## src/rtl/fdau_pkg.sv

```systemverilog
// rtl/fdau_pkg.sv - shared state encoding and frame defaults for the FDAU frame transmitter
package fdau_pkg;

  // Words per FDAU frame; the transmitter default tracks the assembler
  localparam int          FRAME_WORDS_DEF = 260;
  localparam logic [15:0] SYNC_WORD_DEF   = 16'hA55A;

  typedef enum logic [3:0] {
    IDLE      = 4'd0,
    SEND_SYNC = 4'd1,
    SEND_CNT  = 4'd2,
    RD_ADDR   = 4'd3,
    RD_WAIT   = 4'd4,
    RD_LATCH  = 4'd5,
    SEND_HI   = 4'd6,
    SEND_LO   = 4'd7,
    SEND_SUM  = 4'd8,
    DONE      = 4'd9
  } state_t;

endpackage

```

## src/rtl/uart_byte_tx.sv

```systemverilog
// rtl/uart_byte_tx.sv - 8N1 LSB-first byte serializer paced by baud_tick
module uart_byte_tx (
  input  logic       clock,
  input  logic       reset,
  input  logic       baud_tick,
  input  logic [7:0] byte_in,
  input  logic       byte_load,
  output logic       byte_ready,
  output logic       TX
);

  logic [7:0] r_shift;
  logic [3:0] r_tick;
  logic       r_ready;
  logic       r_tx;

  // Load when idle, then walk start/data/stop one bit per tick; ready returns one tick after stop
  always_ff @(posedge clock or negedge reset) begin
    if (!reset) begin
      r_shift <= 8'h00;
      r_tick  <= 4'd0;
      r_ready <= 1'b1;
      r_tx    <= 1'b1;
    end else if (r_ready) begin
      if (byte_load) begin
        r_shift <= byte_in;
        r_tick  <= 4'd0;
        r_ready <= 1'b0;
      end
    end else if (baud_tick) begin
      r_tick <= r_tick + 4'd1;
      case (r_tick)
        4'd0: r_tx <= 1'b0;
        4'd1, 4'd2, 4'd3, 4'd4, 4'd5, 4'd6, 4'd7, 4'd8: begin
          r_tx    <= r_shift[0];
          r_shift <= {1'b0, r_shift[7:1]};
        end
        4'd9: r_tx <= 1'b1;
        4'd10: begin
          r_ready <= 1'b1;
          r_tick  <= 4'd0;
        end
        default: ;
      endcase
    end
  end

  assign byte_ready = r_ready;
  assign TX         = r_tx;

endmodule

```

## src/rtl/fdau_frame_tx.sv

```systemverilog
// rtl/fdau_frame_tx.sv - reads one FDAU frame from RAM and sends it framed and checksummed over UART
module fdau_frame_tx
  import fdau_pkg::*;
#(
  parameter int          FRAME_WORDS = FRAME_WORDS_DEF,
  parameter logic [15:0] SYNC_WORD   = SYNC_WORD_DEF
) (
  input  logic        clock,
  input  logic        reset,
  input  logic        sec,
  input  logic        baud_tick,
  output logic [8:0]  rd_fdau,
  input  logic [15:0] q_fdau,
  output logic        TX,
  output logic        busy,
  output logic [15:0] frame_cnt,
  output logic        overrun
);

  localparam logic [8:0] LAST_ADDR = 9'(FRAME_WORDS - 1);

  state_t      r_state;
  state_t      w_next;
  logic [15:0] r_sum;
  logic [15:0] r_word;
  logic [15:0] r_hdr;
  logic [15:0] r_frame_cnt;
  logic [8:0]  r_addr;
  logic        r_lo;
  logic        r_busy;
  logic        r_overrun;
  logic [7:0]  w_byte;
  logic        w_load;
  logic        w_ready;
  logic        w_last;

  assign w_last = (r_addr == LAST_ADDR);

  // State register
  always_ff @(posedge clock or negedge reset) begin
    if (!reset) r_state <= IDLE;
    else        r_state <= w_next;
  end

  // Next state and serializer hand-off; each send state offers a byte only while the serializer is ready
  always_comb begin
    w_next = r_state;
    w_byte = 8'h00;
    w_load = 1'b0;
    case (r_state)
      IDLE: if (sec) w_next = SEND_SYNC;
      SEND_SYNC: begin
        w_byte = r_lo ? SYNC_WORD[7:0] : SYNC_WORD[15:8];
        w_load = w_ready;
        if (w_ready && r_lo) w_next = SEND_CNT;
      end
      SEND_CNT: begin
        w_byte = r_lo ? r_hdr[7:0] : r_hdr[15:8];
        w_load = w_ready;
        if (w_ready && r_lo) w_next = RD_ADDR;
      end
      RD_ADDR:  w_next = RD_WAIT;
      RD_WAIT:  w_next = RD_LATCH;
      RD_LATCH: w_next = SEND_HI;
      SEND_HI: begin
        w_byte = r_word[15:8];
        w_load = w_ready;
        if (w_ready) w_next = SEND_LO;
      end
      SEND_LO: begin
        w_byte = r_word[7:0];
        w_load = w_ready;
        if (w_ready) w_next = w_last ? SEND_SUM : RD_ADDR;
      end
      SEND_SUM: begin
        w_byte = r_lo ? r_sum[7:0] : r_sum[15:8];
        w_load = w_ready;
        if (w_ready && r_lo) w_next = DONE;
      end
      DONE: if (w_ready) w_next = IDLE;
      default: w_next = IDLE;
    endcase
  end

  // Frame datapath: header capture, address walk, checksum, busy and overrun flags
  always_ff @(posedge clock or negedge reset) begin
    if (!reset) begin
      r_sum       <= 16'h0000;
      r_word      <= 16'h0000;
      r_hdr       <= 16'h0000;
      r_frame_cnt <= 16'h0000;
      r_addr      <= 9'd0;
      r_lo        <= 1'b0;
      r_busy      <= 1'b0;
      r_overrun   <= 1'b0;
    end else begin
      // A strobe arriving in any busy cycle, including the one that ends the frame, is dropped
      if (sec && r_busy) r_overrun <= 1'b1;
      case (r_state)
        IDLE: if (sec) begin
          r_busy      <= 1'b1;
          r_sum       <= 16'h0000;
          r_addr      <= 9'd0;
          r_lo        <= 1'b0;
          r_hdr       <= r_frame_cnt;
          r_frame_cnt <= r_frame_cnt + 16'd1;
        end
        SEND_SYNC, SEND_CNT, SEND_SUM: if (w_ready) r_lo <= ~r_lo;
        RD_LATCH: begin
          r_word <= q_fdau;
          r_sum  <= r_sum + q_fdau;
        end
        // The address parks on the last word instead of stepping past it, so a 512-word
        // frame cannot wrap the 9-bit address back to 0
        SEND_LO: if (w_ready && !w_last) r_addr <= r_addr + 9'd1;
        DONE: if (w_ready) r_busy <= 1'b0;
        default: ;
      endcase
    end
  end

  uart_byte_tx u_ser (
    .clock      (clock),
    .reset      (reset),
    .baud_tick  (baud_tick),
    .byte_in    (w_byte),
    .byte_load  (w_load),
    .byte_ready (w_ready),
    .TX         (TX)
  );

  assign rd_fdau   = r_addr;
  assign busy      = r_busy;
  assign frame_cnt = r_frame_cnt;
  assign overrun   = r_overrun;

endmodule
```

## config.mk

```make
export PLATFORM = sky130hd
export DESIGN_NAME = fdau_frame_tx
export DESIGN_NICKNAME = d
export VERILOG_FILES = /design/src/rtl/fdau_pkg.sv /design/src/rtl/uart_byte_tx.sv /design/src/rtl/fdau_frame_tx.sv
export SDC_FILE = /design/constraint.sdc
export NUM_CORES = 1
export LEC_CHECK = 0
export BUFFER_PORTS_ARGS = -buffer_cell sky130_fd_sc_hd__buf_2
export CORE_MARGIN = 1.5
export CORE_UTILIZATION = 46
export DETAILED_ROUTE_END_ITERATION = 12
export GPL_TIMING_DRIVEN = 0
export SYNTH_ARGS = -nofsm -noshare
export SYNTH_HDL_FRONTEND = slang
export SYNTH_SLANG_ARGS = --single-unit
```

## constraint.sdc

```tcl
create_clock -name clock -period 3.4 [get_ports clock]
set_input_delay 0.68 -clock clock [delete_from_list [all_inputs] [get_ports clock]]
set_output_delay 0.68 -clock clock [all_outputs]
set_load 0.02 [all_outputs]
```

==> impl_metrics.tcl <==
set metrics [dict create \
    num_antenna_cells 0 \
    fin_crit_sh 0.755 \
    clk_latency_ns 0.35 \
    tritoncts "yes" \
    switching_share 0.406 \
    status "complete, no violations" \
    tightest_slew_ns 0.671 \
    grt_pass1_vias 4345 \
    route.detailed.wl_per_inst_um 16.2 \
    vias_per_cell 5.63 \
    gp_congestion 0.854 \
    fin_skew_ns 0.00628 \
    io_buffers 47 \
    cts-root-buf "clkbuf_16" \
    switching_power_mw 1.88 \
    synth_edf_count 0 \
    clk_path_buf_depth 2 \
    antenna_found_initial 0 \
    r2r-start "r_sum[4]" \
    p_int_mw 2.75 \
    fillers 1038 \
    cpMaxStageDelayCell "o31ai_1" \
    reg2reg_to "r_sum[15]" \
    maxCapViolCount 0 \
    path_cells "buf_2 > ha_1 > a21oi_1 > and2_1 > a21oi_1 > o31ai_1 > mux2_2 > o21ai_1 > mux2i_1" \
    worst-path-max-fanout 5 \
    syn_area_um2 5290 \
    slew_headroom 0.546 \
    row_count 38 \
    syn_inst 593 \
    grt_max_degree 67 \
    ios 48 \
    totalWireLength_mm 12.9 \
    min_path_type "input port to async pin" \
    dp_hpwl_mm 9.72 \
    slew_violations 0 \
    synth_seq_cells 94 \
    clock_sinks 94 \
    cts_buffers 9 \
    cp_num_buf_inv 1 \
    power_frac_seq 0.375 \
    min_period_ns 2.57 \
    ys_seq_area_frac 0.446 \
    holdBufCountCts 0 \
    die_x_um 110 \
    rrSetupSlack_ns 0.84 \
    vias 4479 \
    endpoint_kind "register" \
    htree_levels 3 \
    seq_area_um2 2350 \
    route.detailed.drc 0 \
    cp_common_cell "a21oi_1" \
    initial_utilization 0.479 \
    synth-main-ff-cell "dfrtp_1" \
    final_util 0.544 \
    ys_types 57 \
    critical_path.max_stage_delay_ns 0.44 \
    clk_pin_slew_worst_paths_ns 0.07 \
    dieHeight_um 110 \
    gr-total-overflow 0 \
    hold_violations 0 \
    syn_to_final_growth_pct 13.5 \
    drtIter0Drc 270 \
    synth_nets 631 \
    grtUsageTotal 0.234 \
    pwr-share-comb 0.420 \
    post_cts_resized 0 \
    p_total_mw 4.63 \
    async_flop_share 1.00 \
    dieArea_um2 12100 \
    critPathLaunch "q_fdau[4]" \
    drtAntennaViolNets 0 \
    core_area_um2 11000 \
    multi_input_comb_area_um2 2770 \
    tns_ns 0 \
    setup_viol_count_final 0 \
    cts_setup_buffers 0 \
    dpl_cell_area_um2 5730 \
    final_area_um2 6000 \
    p_leak_nw 2.88 \
    critPathKind "input port to register" \
    synth_warnings 0 \
    crit_arrival_ns 2.85 \
    finalNetCount 690 \
    pwr-share-clk 0.204 \
    setup.worst_path.start_class "input port" \
    crit_family "compound AO/OA/AOI/OAI gates" \
    rsz0062_at_grt "false" \
    required_ns 3.68 \
    grt_pass1_wl_mm 21.5 \
    ff2ff_path_depth 8 \
    power_density_nw_per_um2 772 \
    max_freq_mhz 390 \
    drive_gt1_frac 0.139 \
    ir_drop_mv 0.478 \
    syn_area_per_cell_um2 8.91 \
    drt-pass1-iter-count 5 \
]
## state kept, by name, summed over array words and instances, names as in the netlist
name              flops
frame_cnt            16
r_hdr                16
r_sum                16
r_word               16
rd_fdau               9
u_ser.r_shift         8
r_state               4
u_ser.r_tick          4
busy                  1
overrun               1
r_lo                  1
u_ser.TX              1
u_ser.byte_ready      1
## final cells by class
type	count	area share
Clock buffer	10	0.0398
Sequential cell	94	0.392
Inverter	10	0.00626
Multi-Input combinational cell	462	0.462
Tap cell	140	0.0292
Timing Repair Buffer	48	0.0442
Clock inverter	5	0.00584
Buffer	27	0.0200
## cells by family (layout without fill, tap and decap cells)
kind of cell | count (synthesis) | after routing | share of synthesized area
DFF | 94 | 94 | 0.446
adders and majority gates | 19 | 19 | 0.0459
muxes | 25 | 25 | 0.0478
and+or+nand+nor | 257 | 257 | 0.232
buffers and inverters | 37 | 100 | 0.0298
AOI/OAI and AO/OA | 127 | 127 | 0.143
xor gates and xnor gates | 34 | 34 | 0.0563
## through the flow
step           hold WS, ns  worst slack [ns]  instances
2_1_floorplan        0.384             0.983        593
6_report             0.250             0.833        796
3_3_place_gp         0.433             0.513        780
5_1_grt              0.275             0.664        796
3_5_place_dp         0.455             0.497        781
4_1_cts              0.264             0.855        796
## worst max-delay path by stage
stage	to	slack, ns	cells after the start
after floorplan	r_sum[15]	0.98	8
after global placement	r_sum[15]	0.51	9
after detailed placement	r_sum[15]	0.50	9
after CTS	r_sum[15]	0.86	8
after global routing	r_sum[14]	0.66	11
final	r_sum[15]	0.83	9
## layout by cell type, fill, tap and decap left out, types with 3 or more instances in the layout
cell type / synthesis / layout
buf_2: 9 / 55
o21a_1: 4 / 4
nor2_2: 3 / 3
nor3_1: 15 / 15
clkbuf_16: 0 / 9
dfrtp_1: 92 / 92
a21boi_0: 3 / 3
nand3_1: 28 / 28
nand4_1: 9 / 9
and3_1: 6 / 6
xor2_1: 17 / 17
xnor2_1: 17 / 17
a22oi_1: 7 / 7
o22ai_1: 9 / 9
buf_1: 3 / 3
ha_1: 17 / 17
o21ai_0: 32 / 32
a21oi_1: 39 / 39
a21o_1: 5 / 5
clkbuf_1: 13 / 13
buf_4: 2 / 3
nand2_1: 132 / 132
o31ai_1: 3 / 3
mux2i_1: 23 / 23
nor2_1: 21 / 21
inv_1: 10 / 10
nor2b_1: 14 / 14
nand2b_1: 6 / 6
and2_1: 4 / 4
nand3b_1: 3 / 3
o21ai_1: 10 / 10
and4_1: 3 / 3
## cell usage after synthesis, types with 3 or more instances
master,count,area (um2)
nor2b_1,14,87.6
a21oi_1,39,195
o22ai_1,9,56.3
nand2b_1,6,37.5
o21ai_0,32,160
o21a_1,4,30.0
nor2_1,21,78.8
nand2_1,132,495
buf_2,9,45.0
nand3b_1,3,22.5
xor2_1,17,149
nor3_1,15,75.1
a21o_1,5,37.5
a22oi_1,7,52.6
a21boi_0,3,22.5
o31ai_1,3,22.5
dfrtp_1,92,2300
and2_1,4,25.0
clkbuf_1,13,48.8
xnor2_1,17,149
o21ai_1,10,50.1
and3_1,6,37.5
nand4_1,9,56.3
ha_1,17,213
inv_1,10,37.5
buf_1,3,11.3
nand3_1,28,140
mux2i_1,23,230
nor2_2,3,18.8
and4_1,3,26.3
## power groups by stage
stage | clock (mW) | combinational [mW] | sequential, mW
floorplan | 0 | 1.47 | 1.69
finish | 0.947 | 1.95 | 1.74
global placement | 0 | 1.88 | 1.74
global route | 1.01 | 2.20 | 1.78
detailed placement | 0 | 1.94 | 1.75
CTS | 0.970 | 1.94 | 1.74
## layer usage
metal,vias up,GRT usage,routed length [um]
li1,2181,-,-
met1,2178,0.322,6150
met2,100,0.363,5930
met3,20,0.0558,613
met4,0,0.0806,233
met5,-,0,0
Power figures use the tool's default switching activity.
